--- src/rtl/shifter_normalizer_32bit.sv ---
// Multi-cycle 32-bit normalizer: strips redundant leading sign bits (SIGNED=1) or
// leading zeros (SIGNED=0) with a 16/8/4/2/1 binary search, one stage per cycle.
//
// state | meaning
// ------+----------------------------------------------------------
// IDLE  | waiting for in_valid; in_ready high
// SHIFT | applying stage k = 4..0, one per clock
// DONE  | result held with out_valid high until out_ready
module shifter_normalizer_32bit #(
    parameter bit SIGNED = 1'b1
) (
    input  logic        clk,
    input  logic        rstn,
    input  logic        in_valid,
    output logic        in_ready,
    input  logic [31:0] d_in,
    output logic        out_valid,
    input  logic        out_ready,
    output logic [31:0] d_out,
    output logic [4:0]  sh_amt,
    output logic        zero
);

    typedef enum logic [1:0] {IDLE, SHIFT, DONE} state_t;

    state_t      state;
    logic [31:0] data_reg;
    logic [2:0]  stage;
    logic        hit;
    logic [31:0] shifted;

    // Signed mode keeps one extra bit in the test window so the sign survives the shift.
    always_comb begin
        hit     = 1'b0;
        shifted = data_reg;
        case (stage)
            3'd4: begin
                hit     = SIGNED ? ((&data_reg[31:15]) | ~(|data_reg[31:15])) : ~(|data_reg[31:16]);
                shifted = data_reg << 16;
            end
            3'd3: begin
                hit     = SIGNED ? ((&data_reg[31:23]) | ~(|data_reg[31:23])) : ~(|data_reg[31:24]);
                shifted = data_reg << 8;
            end
            3'd2: begin
                hit     = SIGNED ? ((&data_reg[31:27]) | ~(|data_reg[31:27])) : ~(|data_reg[31:28]);
                shifted = data_reg << 4;
            end
            3'd1: begin
                hit     = SIGNED ? ((&data_reg[31:29]) | ~(|data_reg[31:29])) : ~(|data_reg[31:30]);
                shifted = data_reg << 2;
            end
            default: begin
                hit     = SIGNED ? (data_reg[31] == data_reg[30]) : ~data_reg[31];
                shifted = data_reg << 1;
            end
        endcase
    end

    always_ff @(posedge clk) begin
        if (!rstn) begin
            state     <= IDLE;
            data_reg  <= '0;
            stage     <= 3'd0;
            sh_amt    <= '0;
            zero      <= 1'b0;
            out_valid <= 1'b0;
            in_ready  <= 1'b1;
        end else begin
            case (state)
                IDLE: begin
                    if (in_valid) begin
                        data_reg <= d_in;
                        sh_amt   <= '0;
                        zero     <= (d_in == 32'd0);
                        stage    <= 3'd4;
                        in_ready <= 1'b0;
                        state    <= SHIFT;
                    end
                end
                SHIFT: begin
                    if (hit) begin
                        data_reg <= shifted;
                    end
                    sh_amt[stage] <= hit;
                    if (stage == 3'd0) begin
                        out_valid <= 1'b1;
                        state     <= DONE;
                    end else begin
                        stage <= stage - 3'd1;
                    end
                end
                DONE: begin
                    if (out_ready) begin
                        out_valid <= 1'b0;
                        in_ready  <= 1'b1;
                        state     <= IDLE;
                    end
                end
                default: begin
                    state <= IDLE;
                end
            endcase
        end
    end

    assign d_out = data_reg;

endmodule
--- config.mk ---
export PLATFORM = sky130hd
export DESIGN_NAME = shifter_normalizer_32bit
export DESIGN_NICKNAME = d
export VERILOG_FILES = /design/src/rtl/shifter_normalizer_32bit.sv
export SDC_FILE = /design/constraint.sdc
export NUM_CORES = 1
export LEC_CHECK = 0
export ABC_AREA = 1
export CORE_ASPECT_RATIO = 1.25
export CORE_MARGIN = 3
export CORE_UTILIZATION = 40
export CTS_CLUSTER_DIAMETER = 30
export CTS_CLUSTER_SIZE = 12
export DETAILED_ROUTE_END_ITERATION = 8
export GPL_ROUTABILITY_DRIVEN = 0
export PLACE_DENSITY_LB_ADDON = 0.25
export SYNTH_ARGS = -nofsm -noshare
export SYNTH_HDL_FRONTEND = slang
export SYNTH_SLANG_ARGS = --single-unit
--- constraint.sdc ---
create_clock -name clk -period 3 [get_ports clk]
set_input_delay 0.3 -clock clk [delete_from_list [all_inputs] [get_ports clk]]
set_output_delay 0.3 -clock clk [all_outputs]
set_load 0.005 [all_outputs]
==> impl_metrics.toml, run 1 <==
[global_routing]
grt_use_met2 = 0.4133
grt_overflow = 0
grt_use_met1 = 0.2779
gr-max-usage-layer = "met2"
grt_pass1_wl_microns = 18020
first_global_vias = 3774
grt_max_degree = 53
antenna_found_initial = 0
grtUsageTotal = 0.2383
grtUsageMet3 = 0.03811

[worst_setup_path]
cp_top_family = "simple AND/OR/NAND/NOR gates"
rrSetupSlack_ps = 380
endpoint_kind = "flip-flop"
rr_endpoint = "d_out[19]"
max_stage_delay_ps = 460
startpoint = "stage[0]"
startpoint_type = "flip-flop"
cpMaxStageDelayCell = "dfxtp_1"
r2r_cells = 13
crit_path_max_fanout = 52
required_ps = 3250
r2r-start = "stage[0]"
crit_top_cell = "nand2_4"
cp_cell_sequence = "inv_1, ha_1, nand2_4, inv_4, nor2_8, nand2_8, o21ai_1, inv_2, nand2_4, nand2_4, nand2_1, nand2_1, nor2_1"
worst-path-buf-inv = 3
arrival_ps = 2870
critPathKind = "flip-flop to flip-flop"

[min_path]
min_path_type = "flip-flop to flip-flop"
min-delay-start = "in_ready"
min_path_cells = 2
worstHoldEndpoint = "in_ready"

[route]
drtIter0Drc = 311
drt_first_pass_iters = 5
antenna_left = 0
wirelength_microns = 11180
viasPerCell = 5.796
drc_errors = 0
vias = 3953
wl_per_cell_microns = 16.40

[place]
placed_cells = 674
dp_hpwl_microns = 8298
io_buffers = 75
post_dp_cell_area_sq_um = 4099

[sta]
final.period_utilization = 0.8738
finalClockSkew_ps = 5.514
worst_pin_slew_ps = 537.1
hold_viol = 0
fmax_ghz = 0.3815
rsz0062_at_grt = "no"
period_minus_slack_ps = 2621
holdWs_ps = 466.9
drv_slew = 0
tns_ps = 0
slew_headroom = 0.6416
setup_viol = 0

[yosys]
ys_types = 31
syn-cell-area_sq_um = 3333
synth_top_family_by_area = "simple AND/OR/NAND/NOR gates"
yosys_most_used_dff = "dfxtp_1"
mappedNetlistNets = 572
ys_seq_area_frac = 0.2703
synth_fa_ha_area_frac = 0.01877
synth_edf_count = 0
yosys.area_share.simple = 0.3641
muxShareOfSynthArea = 0
synth_warnings = 0
synth_seq_cells = 45
synthArstFlopShare = 0
synth.avg_cell_area_sq_um = 6.277
synth_cells = 531
synth_xor_area_frac = 0
synth_compound_area_frac = 0.2436

[floorplan]
ios = 76
dieArea_sq_um = 9471
core_area_sq_um = 7973
die_h_microns = 108.1
rows = 36
start_util = 0.4181
die_w_microns = 87.65

[clock_tree]
cts.path.max_buffers = 2
clk_pin_slew_ps = 100
ctsHoldBuffers = 0
cts_made_buffers = 5
insertion_delay_ps = 310
cts.sinks = 45
root_buffer = "clkbuf_8"
cts_tree = "yes"
post_cts_buffers = 0
cts_resized = 0
htree_levels = 2

[layout]
areaGrowthSynthToFinish_pct = 25.68
fin_area_sq_um = 4189
num_antenna_cells = 0
final-instance-count-excl-fill = 682
layout.nets = 627
drive_gt1_frac = 0.05451

[pwr]
ir_drop_mv = 0.2199
pwr_density_cell_nw_per_um2 = 464.9
finalPower_mw = 1.947
power.leakage_nw = 1.640

[run_status]
status = "complete, no violations"

[run]
max-cap-violations = 0
## routing by layer
layer / up-vias / part of all wire
met5: - / 0
met1: 1794 / 0.39
met3: 40 / 0.073
met4: 0 / 0.041
met2: 197 / 0.50
li1: 1922 / -
## Yosys cell counts (2+ instances only)
cell type / n / area, sq um
o211ai_1: 5 / 37.54
o22ai_1: 21 / 131.4
nand3_1: 41 / 205.2
nand2_8: 3 / 60.06
inv_4: 4 / 25.02
a31oi_1: 5 / 31.28
o2111ai_1: 11 / 96.34
o21ai_0: 33 / 165.2
nor3_1: 6 / 30.03
buf_6: 2 / 22.52
nand2_1: 135 / 506.7
buf_2: 11 / 55.05
nor2_8: 2 / 40.04
dfxtp_1: 45 / 900.9
inv_2: 2 / 7.510
a21oi_1: 43 / 215.2
clkbuf_1: 15 / 56.30
inv_1: 38 / 142.6
nor4_1: 8 / 50.05
nand2_4: 4 / 45.04
o22a_1: 14 / 122.6
buf_1: 4 / 15.01
nor2_1: 65 / 244.0
ha_1: 5 / 62.56
nand4_1: 3 / 18.77
## metrics by stage
stage | worst slack [ps] | utilization
5_1_grt | 122.6 | 0.5254
3_3_place_gp | 571.8 | 0.5141
3_5_place_dp | 460.1 | 0.5141
6_report | 378.5 | 0.5254
2_1_floorplan | 1078 | -
4_1_cts | 433.0 | 0.5254
## how the worst max path moves through the flow
stage | slack (ps) | to | depth (start not counted)
6_report | 380 | d_out[19] | 13
5_1_grt | 120 | d_out[22] | 13
4_1_cts | 430 | sh_amt[0] | 13
3_5_place_dp | 460 | sh_amt[0] | 12
3_3_place_gp | 570 | sh_amt[2] | 12
2_1_floorplan | 1080 | d_out[2] | 13
## state kept, by name (all words and copies together) (netlist names)
signal     cells
d_out         32
sh_amt         5
stage          3
state          2
in_ready       1
out_valid      1
zero           1
## logic make-up (layout without fill, tap and decap cells)
logic type               Yosys count  count (layout)
adder cells (fa/ha/maj)            5               5
flip-flops                        45              45
AO/OA/AOI/OAI                    134             134
buffers and inverters             78             134
AND/OR/NAND/NOR                  269             269
## final cells by class
cell class                 instances  area [sq um]
inverter                          46         195.2
timing repair buffer              80         788.3
clock inverter                     3         21.27
fill                             845          3784
clock buffer                       5         68.82
tap                               95         118.9
multi-input combinational        408          2096
sequential                        45         900.9
## power breakdown
part	leakage (nW)	total [mW]	switching [mW]	internal, mW
Combinational	1.22	0.761	0.426	0.335
Clock	0.0445	0.404	0.239	0.166
Sequential	0.372	0.782	0.112	0.671
Total	1.64	1.95	0.776	1.17
## tightest hold or removal path, delay by kind of cell, from the launching register on
kind | cells | cell delay (ps)
flip-flops | 1 | 340
AND/OR/NAND/NOR | 2 | 100
## cells in the final DEF, fill, tap and decap left out, types with 4 or more instances in the layout
cell and instances:
o22ai_1 21, nor2_1 65, clkbuf_8 5, a21oi_1 43
inv_4 4, o2111ai_1 11, ha_1 5, o21ai_0 33
buf_4 5, nor4_1 8, clkdlybuf4s50_1 75, dfxtp_1 45
o22a_1 14, a31oi_1 5, inv_1 38, o211ai_1 5
nand2_1 134, nor3_1 6, nand2_4 4, nand3_1 41
No activity file was read; power rests on OpenSTA's default activity.
==> inputs of run 2 (changes only) <==
--- a/config.mk
+++ b/config.mk
@@ -12,7 +12,8 @@
 export CTS_CLUSTER_DIAMETER = 30
 export CTS_CLUSTER_SIZE = 12
 export DETAILED_ROUTE_END_ITERATION = 8
-export GPL_ROUTABILITY_DRIVEN = 0
+export GPL_ROUTABILITY_DRIVEN = 1
+export MAX_ROUTING_LAYER = met4
 export PLACE_DENSITY_LB_ADDON = 0.25
 export SYNTH_ARGS = -nofsm -noshare
 export SYNTH_HDL_FRONTEND = slang
==> impl_metrics.toml, run 2 (same netlist as run 1, synthesis figures left out) <==
[run_status]
status = "complete, no violations"

[sta]
hold_viol = 0
fmax_ghz = 0.3810
slew_headroom = 0.5208
worst_pin_slew_ps = 716.6
drv_slew = 0
period_minus_slack_ps = 2625
tns_ps = 0
finalClockSkew_ps = 9.895
final.period_utilization = 0.8749
rsz0062_at_grt = "no"
setup_viol = 0

[min_path]
min_path_type = "flip-flop to flip-flop"

[floorplan]
core_area_sq_um = 7973
dieArea_sq_um = 9471
start_util = 0.4181
ios = 76
die_h_microns = 108.1
rows = 36
die_w_microns = 87.65

[pwr]
pwr_density_cell_nw_per_um2 = 499.2
ir_drop_mv = 0.2372
power.leakage_nw = 1.668

[layout]
num_antenna_cells = 0
nFillCells = 813
layout.nets = 628
largest_reg_flops = 32
areaGrowthSynthToFinish_pct = 27.21
final_cell_mix = "nand2_1 (134), clkdlybuf4s50_1 (75), nor2_1 (65)"
fin_area_sq_um = 4240
layout_commonest_cell = "nand2_1"
drive_gt1_frac = 0.05612

[worst_setup_path]
arrival_ps = 2840
required_ps = 3220
crit_path_max_fanout = 52
critPathKind = "flip-flop to flip-flop"
endpoint_kind = "flip-flop"
startpoint_type = "flip-flop"

[route]
drc_errors = 0
viasPerCell = 5.849
wl_per_cell_microns = 16.84
drt_first_pass_iters = 5
antenna_left = 0
drtIter0Drc = 426
wirelength_microns = 11500
vias = 3995

[place]
dp_hpwl_microns = 8492
io_buffers = 75
gp_congestion = 1.032
post_dp_cell_area_sq_um = 4106

[clock_tree]
cts_tree = "yes"
cts.sinks = 45
cts.path.max_buffers = 2
cts_made_buffers = 5
clk_pin_slew_ps = 90
post_cts_buffers = 0
cts_resized = 0
ctsHoldBuffers = 0
root_buffer = "clkbuf_8"
insertion_delay_ps = 310
htree_levels = 2

[global_routing]
antenna_found_initial = 0
first_global_vias = 3674
grt_max_degree = 53
grt_pass1_wl_microns = 18530
grt_overflow = 0
grtUsageTotal = 0.2514

[run]
max-cap-violations = 0
## run 2: cell count changes in the layout (fill, tap and decap cells not counted)
cell / previous run / this run
clkinvlp_4: 1 / 0
buf_4: 5 / 6
bufinv_16: 0 / 2
inv_6: 2 / 1
## run 2: routing by layer
layer | track usage | part of all wire | up-vias
li1 | - | - | 1915
met1 | 0.3126 | 0.41 | 1863
met2 | 0.4289 | 0.50 | 188
met3 | 0.02515 | 0.064 | 29
met4 | 0.07127 | 0.020 | 0
met5 | - | 0 | -
## run 2: path summary, 6_finish.rpt
path / from / end / slack (ps) / cells after the start
hold reg to reg: in_ready / in_ready / 470 / 2
setup / recovery: stage[0] / d_out[29] / 380 / 12
setup reg to reg: stage[0] / d_out[29] / 380 / 12
hold / removal: in_ready / in_ready / 470 / 2
## run 2: cell type report
| class | count | area [sq um] | share of cell area |
|---|---|---|---|
| Clock buffer | 5 | 68.82 | 0.01623 |
| Multi-Input combinational cell | 408 | 2096 | 0.4942 |
| Timing Repair Buffer | 81 | 795.8 | 0.1877 |
| Clock inverter | 3 | 65.06 | 0.01534 |
| Tap cell | 95 | 118.9 | 0.02803 |
| Sequential cell | 45 | 900.9 | 0.2125 |
| Inverter | 46 | 195.2 | 0.04603 |
## run 2: power breakdown
group	total [mW]	leakage (nW)	internal (mW)	switching (mW)
registers	0.782	0.372	0.671	0.111
logic	0.768	1.23	0.336	0.432
clock network	0.567	0.0681	0.331	0.235
## run 2: worst max-delay path: stages (launching register included)
cell     delay, ps
dfxtp_1        440
inv_1          160
ha_1           260
nand2_4        160
inv_4          140
nor2_8         130
nand2_8        130
o21ai_1        190
inv_2           60
nand2_4        400
nand2_4        220
nor2_1         160
nor2_1          60
## run 2: per-stage QoR
step                setup WS [ps]  cells  utilization  total power, mW  hold slack, ps
floorplan                    1078    531            -            1.229           452.6
global placement            545.5    675       0.5151            1.550           446.7
detailed placement          407.8    675       0.5151            1.551           446.7
CTS                         396.0    683       0.5319            2.108           470.3
global route                106.2    683       0.5319            2.231           511.7
finish                      375.3    683       0.5319            2.117           466.5
==> RTL edit 1 (settings of run 1) <==
Set the parameter `SIGNED` to 1'b0 (it was 1'b1).
--- a/src/rtl/shifter_normalizer_32bit.sv
+++ b/src/rtl/shifter_normalizer_32bit.sv
@@ -7,7 +7,7 @@
 // SHIFT | applying stage k = 4..0, one per clock
 // DONE  | result held with out_valid high until out_ready
 module shifter_normalizer_32bit #(
-    parameter bit SIGNED = 1'b1
+    parameter bit SIGNED = 1'b0
 ) (
     input  logic        clk,
     input  logic        rstn,
Behaviour: not the same (a bounded check fails within 4 cycles, from zero or initial values and one cycle with rstn low).
==> RTL edit 1 against run 1 <==
  * Synthesized cell count increased by 13%
  * Final area rose by 0.81%
  * Wire length shrank 2.1%
  * Worst setup slack got worse by 0.058 ns
  * Power is 11% higher
  * Critical path depth is 1 higher
  * Sequential cell count unchanged
  * Global-route usage fell by 0.31 points
  * Count of clock-buffer cells in the layout did not move
  * Synthesized area grew 1.2%
==> RTL edit 1: results (changes against run 1) <==
| Metric | Value |
|---|---|
| Run status | `completed (unchanged)` |
| Number of global-route vias before repair | `3838 (was 3774)` |
| Share of cells above drive strength 1 | `4.871% (was 5.451%)` |
| Global-route wire length before repair | `18.18 mm (was 18.02 mm)` |
| Post-synthesis adder-cell area fraction | `1.855% (was 1.877%)` |
| Routed length on met3 | `620 microns (was 816 microns)` |
| Ranking of synthesized cells by area | `sky130_fd_sc_hd__dfxtp_1 27%, sky130_fd_sc_hd__nand2_1 22%, sky130_fd_sc_hd__nor2_1 12%, sky130_fd_sc_hd__nand3_1 6.2%, sky130_fd_sc_hd__a21oi_1 5.3% (was sky130_fd_sc_hd__dfxtp_1 27%, sky130_fd_sc_hd__nand2_1 15%, sky130_fd_sc_hd__nor2_1 7.3%, sky130_fd_sc_hd__a21oi_1 6.5%, sky130_fd_sc_hd__nand3_1 6.2%)` |
| Slew at the pin closest to its max-slew limit | `0.7088 ns (was 0.5371 ns)` |
| Fill cell count | `855 (was 845)` |
| Largest fanout on the critical path | `50 (was 52)` |
| Detail Route met2 WL | `5.312 mm (was 5.554 mm)` |
| Area after detailed placement | `0.004131 sq mm (was 0.004099 sq mm)` |
| Post-DR wirelength/cell | `14.56 microns (was 16.40 microns)` |
| Number of detailed-routing iterations run before antenna repair | `6 (was 5)` |
| Switching power | `0.9105 mW (was 0.7762 mW)` |
| Most instantiated cells after synthesis | `202 x sky130_fd_sc_hd__nand2_1, 106 x sky130_fd_sc_hd__nor2_1, 45 x sky130_fd_sc_hd__dfxtp_1, 45 x sky130_fd_sc_hd__inv_1, 42 x sky130_fd_sc_hd__nand3_1 (was 135 x sky130_fd_sc_hd__nand2_1, 65 x sky130_fd_sc_hd__nor2_1, 45 x sky130_fd_sc_hd__dfxtp_1, 43 x sky130_fd_sc_hd__a21oi_1, 41 x sky130_fd_sc_hd__nand3_1)` |
| Tot GR Track Use | `23.51% (was 23.83%)` |
| Total nets after synthesis | `642 (was 572)` |
| Maximum number of pins on one net before global-route repair | `51 (was 53)` |
| Maximum VDD drop | `0.0002627 V (was 0.0002199 V)` |
| Via count | `3994 (was 3953)` |
| Compound-gate portion of the synthesized area | `13.99% (was 24.36%)` |
| Leakage | `1.872 nW (was 1.640 nW)` |
| DRT iter0 DRCs | `355 (was 311)` |
| Total routed wire length on the met1 layer | `4.578 mm (was 4.352 mm)` |
| Seq/Total Area, Yosys | `26.72% (was 27.03%)` |
| Worst-case clock skew | `0.01039 ns (was 0.005514 ns)` |
| Distinct cell type count of the synthesized netlist | `29 (was 31)` |
| Layout Nets | `697 (was 627)` |
| R2R Setup Slk | `0.32 ns (was 0.38 ns)` |
-- RTL edit 1: worst paths after layout --
check | startpoint | end | cells after the start
min reg2reg | in_ready | in_ready | 2
min | in_ready | in_ready | 2
max reg2reg | stage[0] | d_out[28] | 14
max | stage[0] | d_out[28] | 14
-- RTL edit 1: metrics by stage --
stage                     hold slack, ns  worst slack (ns)  cells
after floorplan                   0.4526             1.112    601
after global placement            0.4522            0.4927    744
after detailed placement          0.4567            0.3680    744
after CTS                         0.4809            0.3338    752
after global routing              0.5190           0.02897    752
final                             0.4737            0.3203    752
-- RTL edit 1: critical path, delay by kind of cell, from the launching register on --
family	cells	cell delay [ns]
fa+ha+maj	1	0.28
flops	1	0.46
buf+inv	3	0.43
simple gates	10	1.36
-- RTL edit 1: final cells by class --
class | count | area [sq um] | share of cell area, %
well taps | 95 | 118.9 | 2.815
clock buffers | 5 | 68.82 | 1.630
flip-flops and latches | 45 | 900.9 | 21.33
multi-input cells | 474 | 2122 | 50.25
repair buffers | 83 | 810.8 | 19.20
clock inverters | 3 | 22.52 | 0.5333
inverters | 47 | 178.9 | 4.237
-- RTL edit 1: power by group through the flow --
stage	Clock [mW]	Sequential, mW	Combinational [mW]
2_1_floorplan	0	0.774	0.631
3_3_place_gp	0	0.802	0.958
3_5_place_dp	0	0.803	0.967
4_1_cts	0.406	0.790	0.974
5_1_grt	0.426	0.803	1.10
6_report	0.394	0.790	0.979
-- RTL edit 1: routing by layer --
metal,global-route usage [%],vias to the layer above
met5,0,-
met4,9.503,0
met3,2.646,33
met2,40.30,169
met1,29.83,1770
li1,-,2022
==> RTL edit 2 (flow settings as in run 1) <==
Without the edit above. Re-encode `state_t` (3 states) as one-hot, 3 bits wide.
--- a/src/rtl/shifter_normalizer_32bit.sv
+++ b/src/rtl/shifter_normalizer_32bit.sv
@@ -21,7 +21,7 @@
     output logic        zero
 );
 
-    typedef enum logic [1:0] {IDLE, SHIFT, DONE} state_t;
+    typedef enum logic [2:0] {IDLE = 3'b001, SHIFT = 3'b010, DONE = 3'b100} state_t;
 
     state_t      state;
     logic [31:0] data_reg;
Check against the original RTL: no difference found for any inputs over 10 cycles, from zero or initial values and one cycle with rstn low; not proved beyond that.
==> RTL edit 2 against run 1 <==
  * Critical path type unchanged
  * First-iteration DRC count grew 63%
  * Synthesized area down 2.0%
  * Die area down 1.9%
  * Wire length grew 0.80%
  * Highest routed layer unchanged
  * Worst setup slack better by 0.16 ns
  * Global-route usage grew 0.37 points
  * Sequential cell count increased by 1
  * Power up 2.6%
  * Final area shrank 0.75%
  * Fmax is 6.3% higher
==> RTL edit 2: results (changes against run 1) <==
| Metric | Value |
|---|---|
| Run status | `completed (unchanged)` |
| DRT iter0 DRCs | `506 (was 311)` |
| Seq/Total Area, Yosys | `28.19% (was 27.03%)` |
| Slew at the pin closest to its max-slew limit | `0.6949 ns (was 0.5371 ns)` |
| Number of detailed-routing iterations run before antenna repair | `6 (was 5)` |
| Share of cells above drive strength 1 | `5.739% (was 5.451%)` |
| Maximum number of pins on one net before global-route repair | `36 (was 53)` |
| Leakage | `1.515 nW (was 1.640 nW)` |
| Data arrival at the endpoint of the critical path | `2.67 ns (was 2.87 ns)` |
| Post-layout min period | `2.466 ns (was 2.621 ns)` |
| Worst r2r dst | `d_out[18] (was d_out[19])` |
| Layout Nets | `615 (was 627)` |
| Total nets after synthesis | `555 (was 572)` |
| Maximum VDD drop | `0.0002615 V (was 0.0002199 V)` |
| Tot GR Track Use | `24.20% (was 23.83%)` |
| Distinct cell type count of the synthesized netlist | `32 (was 31)` |
| Post-detailed-routing wire length | `11.27 mm (was 11.18 mm)` |
| Global-route wire length before repair | `18.14 mm (was 18.02 mm)` |
| Number of global-route vias before repair | `3711 (was 3774)` |
| Worst Reg2Reg Path Length in Cells | `11 (was 13)` |
| Via count | `3973 (was 3953)` |
| Proportion of register bits with asynchronous set or reset after synthesis | `0% (unchanged)` |
| Worst-case clock skew | `0.008574 ns (was 0.005514 ns)` |
| Worst slack, placed | `0.5167 ns (was 0.4601 ns)` |
| R2R Setup Slk | `0.53 ns (was 0.38 ns)` |
| Ranking of synthesized cells by area | `sky130_fd_sc_hd__dfxtp_1 28%, sky130_fd_sc_hd__nand2_1 12%, sky130_fd_sc_hd__a21oi_1 7.0%, sky130_fd_sc_hd__nand3_1 6.9%, sky130_fd_sc_hd__nor2_1 6.7% (was sky130_fd_sc_hd__dfxtp_1 27%, sky130_fd_sc_hd__nand2_1 15%, sky130_fd_sc_hd__nor2_1 7.3%, sky130_fd_sc_hd__a21oi_1 6.5%, sky130_fd_sc_hd__nand3_1 6.2%)` |
| Worst hold slack | `0.4773 ns (was 0.4669 ns)` |
| Most instantiated cells after synthesis | `104 x sky130_fd_sc_hd__nand2_1, 58 x sky130_fd_sc_hd__nor2_1, 46 x sky130_fd_sc_hd__a21oi_1, 46 x sky130_fd_sc_hd__dfxtp_1 (was 135 x sky130_fd_sc_hd__nand2_1, 65 x sky130_fd_sc_hd__nor2_1, 45 x sky130_fd_sc_hd__dfxtp_1, 43 x sky130_fd_sc_hd__a21oi_1, 41 x sky130_fd_sc_hd__nand3_1)` |
| DP Wirelength | `8.144 mm (was 8.298 mm)` |
| Fill cell count | `789 (was 845)` |
| Start of the worst register-to-register path | `stage[0] (unchanged)` |
==> RTL edit 2: logic make-up after synthesis <==
kind of cell | count (synthesis) | share of synthesized area, %
AO/OA/AOI/OAI | 148 | 27.54
XOR/XNOR | 1 | 0.2681
adder cells (fa/ha/maj) | 5 | 1.915
buffers and inverters | 82 | 11.14
flip-flops | 46 | 28.19
AND/OR/NAND/NOR | 232 | 30.95
==> RTL edit 2: worst min-delay path by stage <==
stage          startpoint         to  slack, ns  cells past startpoint
6_report        out_valid  out_valid       0.48                      2
5_1_grt         out_valid  out_valid       0.50                      2
4_1_cts         out_valid  out_valid       0.48                      2
3_5_place_dp    out_valid  out_valid       0.46                      2
3_3_place_gp    out_valid  out_valid       0.46                      2
2_1_floorplan    in_valid   state[0]       0.41                      1
==> RTL edit 2: layer usage <==
metal  wire length, microns  vias up  global-route usage [%]
met1                   4542     1811                   31.75
met2                   5338      235                   39.85
met5                      0        -                       0
met3                   1085       40                   3.766
li1                       -     1887                       -
met4                    307        0                   8.352
==> RTL edit 2: layout make-up <==
class                   count  area [sq um]  area share (%)
multi-input cells         386          1987           47.79
flip-flops and latches     46         920.9           22.15
repair buffers             86         833.3           20.04
inverters                  49         183.9           4.424
well taps                  95         118.9           2.859
clock buffers               5         68.82           1.655
clock inverters             3         45.04           1.083
==> RTL edit 2: power breakdown <==
part	total [mW]	switching (mW)	internal, mW	leakage, nW
Clock	0.479	0.231	0.248	0.0504
Combinational	0.738	0.423	0.315	1.09
Sequential	0.782	0.107	0.675	0.378
==> RTL edit 2: stage by stage <==
stage / std cells / instance area (sq um)
after floorplan: 514 / 3267
after CTS: 670 / 4158
final: 670 / 4158
after detailed placement: 662 / 4044
after global routing: 670 / 4158
after global placement: 662 / 4044
==> RTL edit 2: critical path: stages, from the launching register on <==
cell and delay [ns]:
sky130_fd_sc_hd__dfxtp_1 0.41, sky130_fd_sc_hd__ha_1 0.19, sky130_fd_sc_hd__nand2_2 0.20, sky130_fd_sc_hd__inv_1 0.41, sky130_fd_sc_hd__nand3_1 0.17, sky130_fd_sc_hd__nand3_2 0.12
sky130_fd_sc_hd__nand2_4 0.08, sky130_fd_sc_hd__nand2_4 0.29, sky130_fd_sc_hd__buf_4 0.28, sky130_fd_sc_hd__nand3_1 0.09, sky130_fd_sc_hd__nand2_1 0.07, sky130_fd_sc_hd__nor2_1 0.04
